**src/rtl/countdown_pkg.sv**
```systemverilog
// Shared types and limits for the countdown timer (mm:ss:cc, binary fields).
package countdown_pkg;

  typedef enum logic [1:0] {
    IDLE,
    RUN,
    PAUSE,
    EXPIRED
  } state_t;

  localparam logic [7:0] CS_MAX  = 8'd99;
  localparam logic [7:0] SEC_MAX = 8'd59;
  localparam logic [7:0] MIN_MAX = 8'd99;

  // Saturating clamp so oversized presets pin to the field limit instead of wrapping.
  function automatic logic [7:0] clamp_u8(input logic [7:0] value, input logic [7:0] limit);
    return (value > limit) ? limit : value;
  endfunction

endpackage

```
**src/rtl/countdown_tick_gen.sv**
```systemverilog
// Enable-gated, clearable prescaler; tick is high during the last count of each period.
module countdown_tick_gen #(
  parameter int TICK_PERIOD = 500000
) (
  input  logic clk_in,
  input  logic reset,
  input  logic enable,
  input  logic clear,
  output logic tick
);

  localparam int CW = (TICK_PERIOD > 1) ? $clog2(TICK_PERIOD) : 1;
  localparam logic [CW-1:0] LAST = CW'(TICK_PERIOD - 1);

  logic [CW-1:0] count_q;

  // Holding (not clearing) while disabled keeps the partial count across a pause.
  always_ff @(posedge clk_in or negedge reset) begin
    if (!reset) begin
      count_q <= '0;
    end else if (clear) begin
      count_q <= '0;
    end else if (enable) begin
      if (count_q == LAST) begin
        count_q <= '0;
      end else begin
        count_q <= count_q + 1'b1;
      end
    end
  end

  assign tick = enable && (count_q == LAST);

endmodule

```
**src/rtl/countdown_timer.sv**
```systemverilog
// Preset-and-decrement mm:ss:cc countdown with pause/resume and expiry pulse/level.
// Optional COUNTDOWN_AUTO_RELOAD_EN: reload the last preset at expiry and keep running.
module countdown_timer
  import countdown_pkg::*;
#(
  parameter int TICK_PERIOD = 500000
) (
  input  logic       qzt_clk,
  input  logic       reset,
  input  logic       load,
  input  logic       start_stop,
  input  logic [7:0] preset_min,
  input  logic [7:0] preset_sec,
  output logic [7:0] min,
  output logic [7:0] sec,
  output logic [7:0] cs,
  output logic       running,
  output logic       done,
  output logic       expired
);

  state_t     state_q, state_d;
  logic [7:0] min_q, sec_q, cs_q;
  logic [7:0] min_d, sec_d, cs_d;
  logic [7:0] dec_min, dec_sec, dec_cs;
  logic       done_q, done_d;
  logic       presc_clear;
  logic       run_en;
  logic       tick;
  logic       value_nonzero;
  logic       dec_zero;

`ifdef COUNTDOWN_AUTO_RELOAD_EN
  logic [7:0] reload_min_q, reload_sec_q;
`endif

  assign run_en = (state_q == RUN);

  countdown_tick_gen #(
    .TICK_PERIOD(TICK_PERIOD)
  ) u_tick_gen (
    .clk_in(qzt_clk),
    .reset (reset),
    .enable(run_en),
    .clear (presc_clear),
    .tick  (tick)
  );

  assign value_nonzero = (min_q != 8'd0) || (sec_q != 8'd0) || (cs_q != 8'd0);

  // One-centisecond decrement with borrow; a zero value simply holds.
  always_comb begin
    dec_min = min_q;
    dec_sec = sec_q;
    dec_cs  = cs_q;
    if (cs_q != 8'd0) begin
      dec_cs = cs_q - 8'd1;
    end else if (sec_q != 8'd0) begin
      dec_cs  = CS_MAX;
      dec_sec = sec_q - 8'd1;
    end else if (min_q != 8'd0) begin
      dec_cs  = CS_MAX;
      dec_sec = SEC_MAX;
      dec_min = min_q - 8'd1;
    end
  end

  assign dec_zero = (dec_min == 8'd0) && (dec_sec == 8'd0) && (dec_cs == 8'd0);

  always_comb begin
    state_d     = state_q;
    min_d       = min_q;
    sec_d       = sec_q;
    cs_d        = cs_q;
    done_d      = 1'b0;
    presc_clear = 1'b0;

    if (load) begin
      state_d     = IDLE;
      min_d       = clamp_u8(preset_min, MIN_MAX);
      sec_d       = clamp_u8(preset_sec, SEC_MAX);
      cs_d        = 8'd0;
      presc_clear = 1'b1;
    end else begin
      case (state_q)
        IDLE: begin
          if (start_stop && value_nonzero) begin
            state_d     = RUN;
            presc_clear = 1'b1;
          end
        end
        RUN: begin
          if (tick) begin
            if (dec_zero) begin
              done_d = 1'b1;
`ifdef COUNTDOWN_AUTO_RELOAD_EN
              min_d = reload_min_q;
              sec_d = reload_sec_q;
              cs_d  = 8'd0;
`else
              state_d = EXPIRED;
              min_d   = 8'd0;
              sec_d   = 8'd0;
              cs_d    = 8'd0;
`endif
            end else begin
              min_d = dec_min;
              sec_d = dec_sec;
              cs_d  = dec_cs;
            end
          end
          // A tick landing on the pause edge still counts; expiry beats pausing.
          if (start_stop && (state_d == RUN)) begin
            state_d = PAUSE;
          end
        end
        PAUSE: begin
          if (start_stop) begin
            state_d = RUN;
          end
        end
        EXPIRED: begin
          state_d = EXPIRED;
        end
        default: begin
          state_d = IDLE;
        end
      endcase
    end
  end

  always_ff @(posedge qzt_clk or negedge reset) begin
    if (!reset) begin
      state_q <= IDLE;
      min_q   <= 8'd0;
      sec_q   <= 8'd0;
      cs_q    <= 8'd0;
      done_q  <= 1'b0;
    end else begin
      state_q <= state_d;
      min_q   <= min_d;
      sec_q   <= sec_d;
      cs_q    <= cs_d;
      done_q  <= done_d;
    end
  end

`ifdef COUNTDOWN_AUTO_RELOAD_EN
  always_ff @(posedge qzt_clk or negedge reset) begin
    if (!reset) begin
      reload_min_q <= 8'd0;
      reload_sec_q <= 8'd0;
    end else if (load) begin
      reload_min_q <= clamp_u8(preset_min, MIN_MAX);
      reload_sec_q <= clamp_u8(preset_sec, SEC_MAX);
    end
  end
`endif

  assign min     = min_q;
  assign sec     = sec_q;
  assign cs      = cs_q;
  assign running = (state_q == RUN);
  assign done    = done_q;
  assign expired = (state_q == EXPIRED);

endmodule
```
**config.mk**
```make
export PLATFORM = sky130hd
export DESIGN_NAME = countdown_timer
export DESIGN_NICKNAME = d
export VERILOG_FILES = /design/src/rtl/countdown_pkg.sv /design/src/rtl/countdown_tick_gen.sv /design/src/rtl/countdown_timer.sv
export SDC_FILE = /design/constraint.sdc
export NUM_CORES = 1
export LEC_CHECK = 0
export ABC_AREA = 1
export CORE_MARGIN = 3
export CORE_UTILIZATION = 56
export CTS_CLUSTER_SIZE = 24
export DETAILED_ROUTE_END_ITERATION = 10
export PLACE_DENSITY = 0.84
export SYNTH_ARGS = -nofsm -noshare
export SYNTH_HDL_FRONTEND = slang
export SYNTH_HIERARCHICAL = 1
export SYNTH_SLANG_ARGS = --single-unit
```
**constraint.sdc**
```tcl
create_clock -name qzt_clk -period 3.4 [get_ports qzt_clk]
set_clock_uncertainty 0.2 [all_clocks]
set_input_delay 0.85 -clock qzt_clk [delete_from_list [all_inputs] [get_ports qzt_clk]]
set_output_delay 0.85 -clock qzt_clk [all_outputs]
set_load 0.01 [all_outputs]
```
==> impl_metrics.tcl, run 1 <==
set metrics [dict create \
    status "finished, final reports clean" \
    tns_ps 0 \
    path_cells "inv_1 -> ha_1 -> nand2_2 -> nor2_8 -> nand3_4 -> nand2_1 -> o31ai_1 -> buf_4 -> nor2_4 -> inv_2 -> nand2_1 -> nor2_1 -> xor2_1 -> nor2_1" \
    vias 3662 \
    synth-seq-cells 46 \
    p_per_area_nw_per_um2 511.4 \
    clkLatencyLatePin_ps 310 \
    clock_sinks 46 \
    die_h_um 84.90 \
    die_w_um 84.90 \
    antenna_left 0 \
    synth_enable_flop_cells 0 \
    dieArea_um2 7207 \
    coreArea_um2 5991 \
    path_buf_inv 3 \
    cts_resized 0 \
    postSynthAreaPerCell_um2 6.848 \
    routabilityCongestion 0.9541 \
    worst-path-max-fanout 19 \
    dp.cells 624 \
    clk_pin_slew_ps 90 \
    wl_per_cell_um 14.79 \
    slowest_stage "dfrtp_1" \
    cts_buffers 5 \
    synthDistinctLibCells 37 \
    setup_viol 0 \
    synthToLayoutAreaGrowth_pct 18.09 \
    synth_top_area_share_pct 33.02 \
    track_usage_pct 27.11 \
    route.detailed.drc 0 \
    yosysWarnings 6 \
    drv_slew 0 \
    vdd_drop_max_mv 0.4587 \
    port_buffers 46 \
    hold_path.class "input pin to asynchronous set/reset pin" \
    grt-ovfl-total 0 \
    period_share_pct 83.49 \
    grt_pass1_wl_um 15990 \
    arrival_ps 2830 \
    layout.nets 580 \
    finalHoldViolCount 0 \
    pin_count 47 \
    startpoint_type "flip-flop" \
    cpPeakStageDelay_ps 410 \
    ys_async_sr_fraction_pct 100.0 \
    seq_area_frac_synth_pct 33.02 \
    fmax_mhz 352.3 \
    critical_path_class "flip-flop to flip-flop" \
    netlist_area_um2 3486 \
    cts_tree "yes" \
    slew_headroom_pct 64.69 \
    crit_required_ps 3400 \
    netlist_instances 509 \
    synthFlopType "dfrtp_1" \
    grt_antenna_before_repair 0 \
    first_global_vias 3477 \
    post-route-min-period_ps 2838 \
    max_slew.worst_pin.slew_ps 529.7 \
    synth_nets 533 \
    cts_max_level 2 \
    dp_hpwl_um 7048 \
    place_ws_ps 570.5 \
    hold_buffers 0 \
    fin_ws_ps 561.5 \
    drt_pass1_iterations 5 \
    fin_util_pct 68.71 \
    routed_wirelength_um 9331 \
    yosysMostFrequentCell "nand2_1" \
    start_util_pct 58.19 \
    crit_family "simple AND/OR/NAND/NOR gates" \
    cp-end-kind "flip-flop" \
    synth_area_leaders "dfrtp_1, nand2_1, nand3_1, nor2_1, inv_1" \
    rows 28 \
    first_iter_violations 337 \
    post_cts_buffers 0 \
    cap_violations 0 \
    grt_max_degree 26 \
    cts_root_buffer "clkbuf_8" \
    yosysTopAreaCell "dfrtp_1" \
    synthTopCellsByCount "nand2_1, nor2_1, nand3_1, inv_1, dfrtp_1" \
    drive_gt1_share_pct 10.25 \
    routed_via_density 5.803 \
    fin_cells 631 \
    power.leakage_nw 1.875 \
    clock_path_buffers 2 \
    rsz0062_at_grt "no" \
    diodes 0 \
]
flip-flops by register name (all words and copies together), names as in the netlist:
register and flops:
cs 8, state_q 2, sec 8, done 1, u_tick_gen/count_q 19, min 8
stage by stage:
stage                     hold slack [ps]  cell area, um2  total power, W
after floorplan                     274.5            3486        0.001372
after global placement              298.5            4004        0.001642
after detailed placement            314.1            4004        0.001667
after CTS                           336.7            4116        0.002099
after global routing                345.4            4116        0.002251
final                               311.8            4116        0.002105
path summary, 6_finish.rpt:
check | startpoint | to | slack [ps] | cells past startpoint
max | sec[0]$_DFFE_PN0P_ | u_tick_gen/count_q[5]$_DFFE_PN0P_ | 560 | 14
min in group qzt_clk | u_tick_gen/count_q[1]$_DFFE_PN0P_ | u_tick_gen/count_q[1]$_DFFE_PN0P_ | 340 | 2
max in group asynchronous | reset | u_tick_gen/count_q[10]$_DFFE_PN0P_ | 1930 | 2
min reg2reg | u_tick_gen/count_q[1]$_DFFE_PN0P_ | u_tick_gen/count_q[1]$_DFFE_PN0P_ | 340 | 2
min | reset | cs[2]$_DFFE_PN0P_ | 310 | 1
max reg2reg | sec[0]$_DFFE_PN0P_ | u_tick_gen/count_q[5]$_DFFE_PN0P_ | 560 | 14
layout by cell type, fill, tap and decap left out, drive strengths merged, types with 2 or more instances in the layout:
cell type and count:
o311ai 6, nor3 8, o211ai 5, nand3 69, dfrtp 46, nor2 83, a21oi 9, buf 9
inv 64, ha 4, clkdlybuf4s50 45, clkbuf 6, o31ai 7, xor2 9, nand2 123, or2 2
nand4 21, o21ai 31
cell families after synthesis:
family          share of synthesized area [%]
compound gates                          11.06
xor+xnor                                2.513
fa+ha+maj                               1.436
buf+inv                                 9.619
flops                                   33.02
simple gates                            42.36
report_power, final:
group | switching (W) | leakage (nW) | internal, W
Clock | 0.000194 | 0.0573 | 0.000236
Sequential | 0.0000964 | 0.598 | 0.000615
Combinational | 0.000600 | 1.22 | 0.000364
Total | 0.000890 | 1.88 | 0.00121
routing by layer:
layer | track usage, % | part of all wire [%] | up-vias | routed length [um]
met5 | 0 | 0 | - | 0
met4 | 8.201 | 1.7 | 0 | 154
met3 | 6.214 | 7.5 | 18 | 696
met2 | 43.06 | 46 | 152 | 4331
met1 | 37.05 | 44 | 1710 | 4148
li1 | - | - | 1782 | -
cell type report:
class / count / area (um2)
Tap cell: 75 / 93.84
Fill cell: 527 / 1874
Inverter: 65 / 244.0
Clock buffer: 6 / 82.58
Multi-Input combinational cell: 384 / 1999
Timing Repair Buffer: 54 / 515.5
Sequential cell: 46 / 1151
Clock inverter: 1 / 30.03
Power figures use the tool's default switching activity.
==> inputs of run 2 (changes only) <==
clock period = 2.78 ns   (was 3.4 ns; I/O delays follow)
==> run 2 against run 1 <==
  * Die area stayed put
  * Hold slack worse by 30 ps
  * Cell area is 1.5% higher
  * Clock power increased by 19%
  * Critical path type is now flip-flop to output pin
==> impl_metrics.tcl, run 2 (synthesized netlist as in run 1, its figures left out) <==
set metrics [dict create \
    swShare_pct 42.92 \
    rsz0062_at_grt "no" \
    start_util_pct 58.19 \
    path_cells "inv_1 -> nor2_1 -> clkdlybuf4s50_1" \
    final_cell_mix "nand2_1, nor2_1, nand3_1" \
    wl_per_cell_um 14.63 \
    dieArea_um2 7207 \
    grt_pass1_wl_um 16370 \
    cap_violations 0 \
    die_h_um 84.90 \
    vias 3710 \
    layout.nets 587 \
    worst-path-max-fanout 4 \
    die_w_um 84.90 \
    final_common_cell "nand2_1" \
    fmax_mhz 390.7 \
    vdd_drop_max_mv 0.4954 \
    cts_max_level 2 \
    port_buffers 46 \
    period_share_pct 92.06 \
    p_per_area_nw_per_um2 627.5 \
    routed_wirelength_um 9346 \
    fin_cells 639 \
    antenna_left 0 \
    timing.rr.start "sec[0]$_DFFE_PN0P_" \
    combPwrFrac_pct 47.1 \
    drv_slew 0 \
    slowest_stage "clkdlybuf4s50_1" \
    cts_root_buffer "clkbuf_8" \
    cts_buffers 5 \
    finalHoldViolCount 0 \
    drt_pass1_iterations 5 \
    worstSetupEndpoint "running" \
    clock_path_buffers 2 \
    p_clk_share_pct 19.5 \
    largest-register "u_tick_gen/count_q" \
    rows 28 \
    r2r_slack_ps 220 \
    grt-ovfl-total 0 \
    crit_required_ps 1880 \
    track_usage_pct 27.63 \
    tns_ps 0 \
    arrival_ps 1660 \
    post-route-min-period_ps 2559 \
    p_sw_w 0.001125 \
    clkLatencyLatePin_ps 310 \
    clk_pin_slew_ps 90 \
    r2r-end "u_tick_gen/count_q[5]$_DFFE_PN0P_" \
    route.detailed.drc 0 \
    startpoint "state_q[0]$_DFFE_PN0P_" \
    cts_tree "yes" \
    largest_reg_flops 19 \
    cp-end-kind "output pin" \
    max_slew.worst_pin.slew_ps 614.8 \
    clock_sinks 46 \
    first_global_vias 3585 \
    slew_headroom_pct 59.01 \
    grt_max_degree 47 \
    startpoint_type "flip-flop" \
    routed_via_density 5.806 \
    critical_path_class "flip-flop to output pin" \
    fillCellCount 519 \
    drive_gt1_share_pct 11.70 \
    setup_viol 0 \
    reg2reg_depth 13 \
    power.leakage_nw 1.908 \
    fin_util_pct 69.72 \
    routabilityCongestion 0.8784 \
    first_iter_violations 319 \
    diodes 0 \
    dp_hpwl_um 7154 \
    intPower_w 0.001496 \
    coreArea_um2 5991 \
    synthToLayoutAreaGrowth_pct 19.81 \
    pin_count 47 \
    hold_path.class "input pin to asynchronous set/reset pin" \
    grt_antenna_before_repair 0 \
    dp.cells 629 \
    pwr-share-seq_pct 33.5 \
    status "finished, final reports clean" \
    cpPeakStageDelay_ps 600 \
]
## run 2: area by class of cell
| cell class | count | area (um2) | share of cell area [%] |
|---|---|---|---|
| Multi-Input combinational cell | 384 | 2009 | 48.11 |
| Inverter | 65 | 244.0 | 5.842 |
| Timing Repair Buffer | 61 | 568.0 | 13.60 |
| Clock buffer | 6 | 72.57 | 1.738 |
| Sequential cell | 46 | 1151 | 27.56 |
| Clock inverter | 2 | 37.54 | 0.8987 |
| Tap cell | 75 | 93.84 | 2.247 |
## run 2: how the worst min path moves through the flow
stage	start	endpoint	slack, ps
6_report	reset	cs[4]$_DFFE_PN0P_	280
2_1_floorplan	reset	cs[0]$_DFFE_PN0P_	200
3_5_place_dp	u_tick_gen/count_q[1]$_DFFE_PN0P_	u_tick_gen/count_q[1]$_DFFE_PN0P_	300
3_3_place_gp	u_tick_gen/count_q[1]$_DFFE_PN0P_	u_tick_gen/count_q[1]$_DFFE_PN0P_	300
4_1_cts	reset	u_tick_gen/count_q[5]$_DFFE_PN0P_	300
5_1_grt	reset	u_tick_gen/count_q[5]$_DFFE_PN0P_	320
## run 2: what timing repair did
item / CTS / global route
buffers inserted: 0 / 2
resized for setup: 0 / 2
endpoints found under the setup margin: 0 / 12
hold buffers: 0 / 0
## run 2: power groups by stage
stage,Combinational (W),Sequential [W],Clock (W)
2_1_floorplan,0.000784,0.000894,0
3_3_place_gp,0.00114,0.000883,0
3_5_place_dp,0.00118,0.000885,0
4_1_cts,0.00119,0.000874,0.000516
5_1_grt,0.00136,0.000896,0.000546
6_report,0.00123,0.000878,0.000510
## run 2: per-stage QoR
step / setup slack, ps / hold slack, ps / cell area [um2] / total power, W
global route: 25.91 / 322.3 / 4177 / 0.002806
floorplan: 205.4 / 199.4 / 3486 / 0.001678
CTS: 120.0 / 300.6 / 4151 / 0.002576
detailed placement: 48.10 / 301.9 / 4041 / 0.002064
finish: 220.8 / 282.1 / 4177 / 0.002621
global placement: 142.3 / 299.2 / 4041 / 0.002024
## run 2: routing by layer
metal / routed length [um] / global-route usage (%)
met5: 0 / 0
met4: 150 / 7.338
met3: 771 / 4.660
met2: 4433 / 45.69
met1: 3991 / 37.69
## run 2: critical path: cells and delay by family, from the launching register on
| family | cells | cell delay, ps |
|---|---|---|
| buffers and inverters | 2 | 700 |
| flip-flops | 1 | 410 |
| AND/OR/NAND/NOR | 1 | 250 |
